==> src/rtl/image_ram_arbiter.sv <==
// Round-robin, burst-capable owner arbiter that shares one single-port image RAM
// between the BMP loader (0), the processing engine (1) and the writeback unit (2).
module image_ram_arbiter #(
   parameter int BYTE_WIDTH = 8,
   parameter int ADDR_WIDTH = 20,
   parameter int MAX_BURST  = 64
) (
   input  logic                    clk,
   input  logic                    rst,
   input  logic [2:0]              req,
   input  logic [2:0]              wen,
   input  logic [3*ADDR_WIDTH-1:0] addr,
   input  logic [3*BYTE_WIDTH-1:0] wdata,
   output logic [2:0]              gnt,
   output logic [2:0]              rvalid,
   output logic [BYTE_WIDTH-1:0]   rdata,
   output logic                    RAM_ren,
   output logic                    RAM_wen,
   output logic [ADDR_WIDTH-1:0]   RAM_addr,
   output logic [BYTE_WIDTH-1:0]   RAM_in,
   input  logic [BYTE_WIDTH-1:0]   RAM_out,
   output logic                    busy,
   output logic [1:0]              owner
);
   localparam int               NUM_REQ  = 3;
   localparam int               CNT_W    = $clog2(MAX_BURST);
   localparam logic [CNT_W-1:0] CNT_MAX  = CNT_W'(MAX_BURST - 1);
   localparam logic [1:0]       NO_OWNER = 2'd3;

   typedef enum logic {IDLE, OWN} state_t;

   logic [NUM_REQ-1:0][ADDR_WIDTH-1:0] addr_a;
   logic [NUM_REQ-1:0][BYTE_WIDTH-1:0] wdata_a;

   for (genvar i = 0; i < NUM_REQ; i++) begin : g_unpack
      assign addr_a[i]  = addr[i*ADDR_WIDTH +: ADDR_WIDTH];
      assign wdata_a[i] = wdata[i*BYTE_WIDTH +: BYTE_WIDTH];
   end

   state_t             state_q, state_d;
   logic [1:0]         owner_q, owner_d;
   logic [1:0]         last_q, last_d;
   logic [CNT_W-1:0]   cnt_q, cnt_d;
   logic [NUM_REQ-1:0] gnt_q, gnt_d;
   logic [NUM_REQ-1:0] rvalid_q, rvalid_d;

   logic [NUM_REQ-1:0] cand;
   logic [1:0]         start;
   logic [2:0]         idx;
   logic               win_vld;
   logic [1:0]         win;
   logic               access;

   // The current owner never competes against itself, so a release and a
   // preemption share the same search starting just past last_owner.
   always_comb begin
      cand = req;
      if (state_q == OWN) cand[owner_q] = 1'b0;
      start   = (last_q == 2'd2) ? 2'd0 : last_q + 2'd1;
      win_vld = 1'b0;
      win     = 2'd0;
      idx     = 3'd0;
      for (int k = 0; k < NUM_REQ; k++) begin
         idx = {1'b0, start} + 3'(k);
         if (idx >= 3'(NUM_REQ)) idx = idx - 3'(NUM_REQ);
         if (!win_vld && cand[idx[1:0]]) begin
            win_vld = 1'b1;
            win     = idx[1:0];
         end
      end
   end

   always_comb begin
      state_d = state_q;
      owner_d = owner_q;
      last_d  = last_q;
      cnt_d   = cnt_q;
      access  = 1'b0;
      case (state_q)
         IDLE: begin
            if (win_vld) begin
               state_d = OWN;
               owner_d = win;
               last_d  = win;
               cnt_d   = '0;
            end
         end
         OWN: begin
            if (req[owner_q]) begin
               access = 1'b1;
               if (cnt_q != CNT_MAX) begin
                  cnt_d = cnt_q + 1'b1;
               end else if (win_vld) begin
                  owner_d = win;
                  last_d  = win;
                  cnt_d   = '0;
               end
            end else if (win_vld) begin
               owner_d = win;
               last_d  = win;
               cnt_d   = '0;
            end else begin
               state_d = IDLE;
               owner_d = NO_OWNER;
               cnt_d   = '0;
            end
         end
         default: begin
            state_d = IDLE;
            owner_d = NO_OWNER;
            cnt_d   = '0;
         end
      endcase
      gnt_d = '0;
      if (state_d == OWN) gnt_d[owner_d] = 1'b1;
   end

   // Read returns are tagged with the issuing owner so they route correctly
   // even when ownership changes on the same edge.
   always_comb begin
      RAM_ren  = 1'b0;
      RAM_wen  = 1'b0;
      RAM_addr = '0;
      RAM_in   = '0;
      rvalid_d = '0;
      if (state_q == OWN) begin
         RAM_addr = addr_a[owner_q];
         RAM_in   = wdata_a[owner_q];
         RAM_ren  = access & ~wen[owner_q];
         RAM_wen  = access & wen[owner_q];
      end
      if (RAM_ren) rvalid_d[owner_q] = 1'b1;
   end

   always_ff @(posedge clk or posedge rst) begin
      if (rst) begin
         state_q  <= IDLE;
         owner_q  <= NO_OWNER;
         last_q   <= 2'd2;
         cnt_q    <= '0;
         gnt_q    <= '0;
         rvalid_q <= '0;
      end else begin
         state_q  <= state_d;
         owner_q  <= owner_d;
         last_q   <= last_d;
         cnt_q    <= cnt_d;
         gnt_q    <= gnt_d;
         rvalid_q <= rvalid_d;
      end
   end

   assign gnt    = gnt_q;
   assign rvalid = rvalid_q;
   assign rdata  = RAM_out;
   assign busy   = (state_q == OWN);
   assign owner  = owner_q;

endmodule

==> config.mk <==
export PLATFORM = sky130hd
export DESIGN_NAME = image_ram_arbiter
export DESIGN_NICKNAME = d
export VERILOG_FILES = /design/src/rtl/image_ram_arbiter.sv
export SDC_FILE = /design/constraint.sdc
export NUM_CORES = 1
export LEC_CHECK = 0
export CAP_MARGIN = 25
export CORE_UTILIZATION = 30
export CTS_BUF_LIST = sky130_fd_sc_hd__clkbuf_4
export DETAILED_ROUTE_END_ITERATION = 6
export GPL_ROUTABILITY_DRIVEN = 0
export PLACE_DENSITY_LB_ADDON = 0.2
export SLEW_MARGIN = 25
export SYNTH_ARGS = -nofsm -noshare
export SYNTH_HDL_FRONTEND = slang
export SYNTH_SLANG_ARGS = --single-unit
==> constraint.sdc <==
create_clock -name clk -period 2.78 [get_ports clk]
set_input_delay 0.695 -clock clk [delete_from_list [all_inputs] [get_ports clk]]
set_output_delay 0.695 -clock clk [all_outputs]
set_load 0.01 [all_outputs]
# After elaboration in Yosys (flattened, before gate mapping)

Index checks and enable logic that the tools add are counted.

Flip-flop bits (word level): 17
Bits of input ports: 100
Output and inout bits: 47
Word-level logic and storage cells: 91

Add/sub/neg operators: 7
$lt $le $gt $ge: 10
Equality and inequality tests: 3
Muxes and demuxes: 53
Bitwise operators: 6
Reduce and logical (&&, ||, !) cells: 6

Operators with widths:

| kind                | count |
|---|---|
| $bmux 20 s2         | 1 |
| $mux 20             | 2 |
| $mux 2              | 14 |
| $mux 6              | 3 |
| $bmux 8 s2          | 1 |
| $mux 1              | 16 |
| $mux 8              | 2 |
| $lt 2x3->1 const B  | 5 |
| $pmux 6 s2          | 1 |
| $bmux 1 s2          | 5 |
| $mux 3              | 3 |
| $pmux 2 s2          | 2 |
| $add 6x1->6 const B | 1 |
| $ge 3x2->1 const B  | 2 |
| $ne 6x6->1 const B  | 1 |
| $sub 2x2->2 const B | 3 |
| $demux 1 s2         | 2 |
| $ge 2x1->1 const B  | 2 |
| $logic_and 1x1->1   | 4 |
| $add 2x1->3 const B | 1 |
| $add 2x2->3 const B | 1 |
| $and 3x3->3         | 1 |
| $ne 3x3->1 const B  | 1 |
| $not 3->3           | 1 |
| 7 further kinds     | 10 |

# Depth between registers and ports, before layout

Word-level depth: 25
Gate-level depth with buffers: 7
Gate-level depth less buffers: 6

# Worst setup path after synthesis

No wires, ideal clock.

Kind: reg-to-output
From: reg owner_q[0], in the netlist owner[0]
To: out RAM_addr[10]
Data arrival time: 1,690 ps
Data required time: 2,085 ps
Setup slack: 395 ps
Stages on the path, launching flop included: 7
Buffers on the path: 2
Path through: dfstp_2 nor2b_1 clkbuf_1 clkbuf_1 nand2_1 o21ai_0 and2_1

Longest elaborated chain between the ends: 3

RTL lines:

| item                          | line | source |
|---|---|---|
| start: declaration            | 41   | `logic [1:0] owner_q, owner_d;` |
| start signal: assignment      | 145  | `owner_q <= owner_d;` |
| $bmux 20 s2                   | 127  | `RAM_addr = addr_a[owner_q];` |
| $mux 20 (not written as such) | 127  |  |
| $mux 20                       | 126  | `if (state_q == OWN) begin` |
| end: declaration              | 19   | `output logic [ADDR_WIDTH-1:0] RAM_addr,` |

Every way passes these cells. The select of a mux whose other input is x is not followed.

# Worst setup path in the final report

From: reg owner_q[1], in the netlist owner[1]
To: out RAM_addr[2]

Same word-level chain as after synthesis.

==> flow_summary.ini <==
[timing]
postLayoutSetupSlackWorst_ns = 0.152
final_hold_viol_count = 0
final.min_clock_period_ns = 2.63
layout_worst_path_cycle_share = 0.945
setup_violations = 0
final.setup_skew_ns = 0.00351
achievable-frequency_mhz = 381
relSlewSlack = 0.567
worst-slew-pin-transition_ns = 0.649
whs_ns = 0.516
grt_setup_unrepaired = no
final_report_max_slew_violation_count = 0

[cts]
clock_sinks = 17
clk_path_buf_depth = 2
clkSlewWorstSetupHoldPaths_ns = 0.10
cts_made_buffers = 3
cts_hold_repair.buffers = 0
htree_num_levels = 1
clock_insertion_delay_worst_skew_ns = 0.29
cts_tree = yes
cts_root_buf = clkbuf_4

[worst_hold_path]
timing.hold.worst.start = last_q[0]
hold_crit_class = flip-flop to flip-flop
hold-path-cell-count = 1
worstHoldEndpoint = last_q[0]

[finish]
antenna_cells_inserted = 0
number_of_inserted_filler_cells_in_the_final_layout = 550
final_design_area_no_fill_um2 = 3340
share_of_layout_cells_above_drive_strength_1 = 0.132
area.growth.synth_to_final_pct = 86.5
post-route-util = 0.592
final_net_count = 474

[floorplan]
die_h_um = 79.3
core_region_area_um2 = 5640
initial_core_util = 0.318
chipWidth_um = 79.3
num_rows = 27
fp.dieArea_um2 = 6290
top_level_ports = 147

[routing]
avgViaCountPerCell = 4.92
vias = 2184
remaining_drc_errors = 0
routed_wl_per_cell_um = 13.9
number_of_nets_with_antenna_violations_after_routing = 0
detail_route.iter0.violations = 58
drt_pre_antenna_iters = 4
finalWirelength_um = 6180

[worst_setup_path]
maximum_fanout_along_the_worst_path = 10
timing_worst_setup_path_type = flip-flop to output pin
worstSetupEndpointType = output pin
worstPathRequired_ns = 2.09
critPathMaxStageDelay_ns = 0.65
reg2reg_depth = 7
worstReg2RegStart = owner[1]
start_kind = flip-flop
cp_slowest_cell = dfstp_2
reg2reg_setup_slack_ns = 0.52
worstPathCellList = buf_12 > buf_4 > mux2i_1 > o21ai_0 > and2_1 > dlygate4sd2_1
rr_endpoint = cnt_q[5]
timing.critical_path.arrival_ns = 1.93

[global_routing]
grt_first_pass_wirelength_um = 9560
antenna_found_initial = 0
grt_max_degree = 41
grt_overflow = 0
global_route_total_usage_across_every_layer = 0.191
number_of_global_route_vias_before_repair = 2000

[yosys]
top_cell_type_s_share_of_synthesized_area = 0.196
post_synth_main_area_contributors = dfrtp_1 20%, mux2i_1 17%, and2_1 9.8%, o21ai_0 8.9%, nand2_1 7.1%
synth.top_cells.by_count = 34 x nand2_1, 32 x o21ai_0, 31 x mux2i_1
synthMostInstantiatedCell = nand2_1
async_flop_share = 1.00
yosysWarningCount = 0
synth_cell_types = 45
synthesis.area_per_instance_um2 = 7.69
synth_top_area_cell = dfrtp_1
synth-edff-count = 0
synth_cells = 233
synth.ff_latch_count = 17
synth_top_flop_cell = dfrtp_1
synth_area_um2 = 1790
syn-num-nets = 334
ys_seq_area_frac = 0.240

[place]
hpwl_um = 4700
placement.cell_area_um2 = 3170
io_buffer_count = 130
pre_cts_slack_ns = -0.194

[pwr]
max-vdd-ir-drop_uv = 443
p_leak_uw = 0.00161
finalPower_uw = 2950
cellPowerDensity_nw_per_um2 = 882

[flow_run]
cap_viol_max_count = 0

[run_status]
run_status = completed
[placed cells by master, fill, tap and decap left out, types with 5 or more instances in the layout]
cell and instances:
nor2_1 5, mux2i_1 30, a21oi_1 5, o21ai_0 32, dlygate4sd2_1 18, nand2_1 34
clkdlybuf4s50_1 99, dlymetal6s2s_1 11, inv_1 6, buf_4 25, nand3_1 7, dfrtp_1 14
and2_1 28
[worst max-delay path by stage]
stage                        start           end  slack [ns]  cells after the start
final                     owner[1]   RAM_addr[2]        0.15                      6
after global routing      owner[1]     RAM_in[5]       0.004                      6
after CTS                 owner[1]     RAM_in[1]       -0.03                      7
after detailed placement    req[0]       RAM_wen       -0.19                      6
after global placement      req[2]       RAM_wen       -0.19                      6
after floorplan           owner[0]  RAM_addr[10]        0.40                      6
[worst max-delay path: cells and delay by family, from the launching register on]
family          cells  cell delay (ns)
compound gates      1             0.08
buf+inv             3             0.58
flops               1             0.65
mux                 1             0.17
simple gates        1             0.16
[per-layer routing]
layer,up-vias,track usage,wire length (um)
met4,0,0.0400,86
li1,1095,-,-
met5,-,0,0
met3,8,0.0552,576
met1,982,0.231,2530
met2,99,0.334,2990
[power by group]
part           internal [uW]  switching (uW)
Clock                   65.5            74.9
Sequential               344            56.6
Combinational           1290            1120
Total                   1700            1250
[per-stage QoR]
step,setup TNS [ns],cells
6_report,0,444
5_1_grt,0,444
4_1_cts,-0.160,436
3_5_place_dp,-0.374,427
3_3_place_gp,-0.349,427
2_1_floorplan,0,233
[cell families (layout without fill, tap and decap cells)]
logic type                 after synthesis  in the layout  share of synthesized area
AOI/OAI and AO/OA                       62             62                      0.223
xor gates and xnor gates                 1              1                    0.00489
adders and majority gates                1              1                    0.00698
buffers and inverters                   31            170                     0.0922
DFF                                     17             17                      0.240
muxes                                   31             31                      0.173
and+or+nand+nor                         90             90                      0.260
[flip-flops by register name, indices dropped and copies added (netlist names)]
register / flops
cnt_q: 6
gnt: 3
rvalid: 3
last_q: 2
owner: 2
busy: 1
[layout make-up]
| type | count | area [um^2] | area share |
|---|---|---|---|
| inverters | 6 | 22.5 | 0.00674 |
| repair buffers | 160 | 1560 | 0.466 |
| multi-input cells | 185 | 1210 | 0.363 |
| clock buffers | 4 | 30.0 | 0.00899 |
| well taps | 72 | 90.1 | 0.0270 |
| flip-flops and latches | 17 | 429 | 0.128 |
[repair_timing]
| action | in CTS | in global routing |
|---|---|---|
| pin swaps | 1 | 1 |
| setup buffers | 4 | 8 |
| resized for setup | 25 | 23 |
| gates cloned | 1 | 0 |
| setup endpoints to repair | 30 | 12 |
No activity file was read; power rests on OpenSTA's default activity.
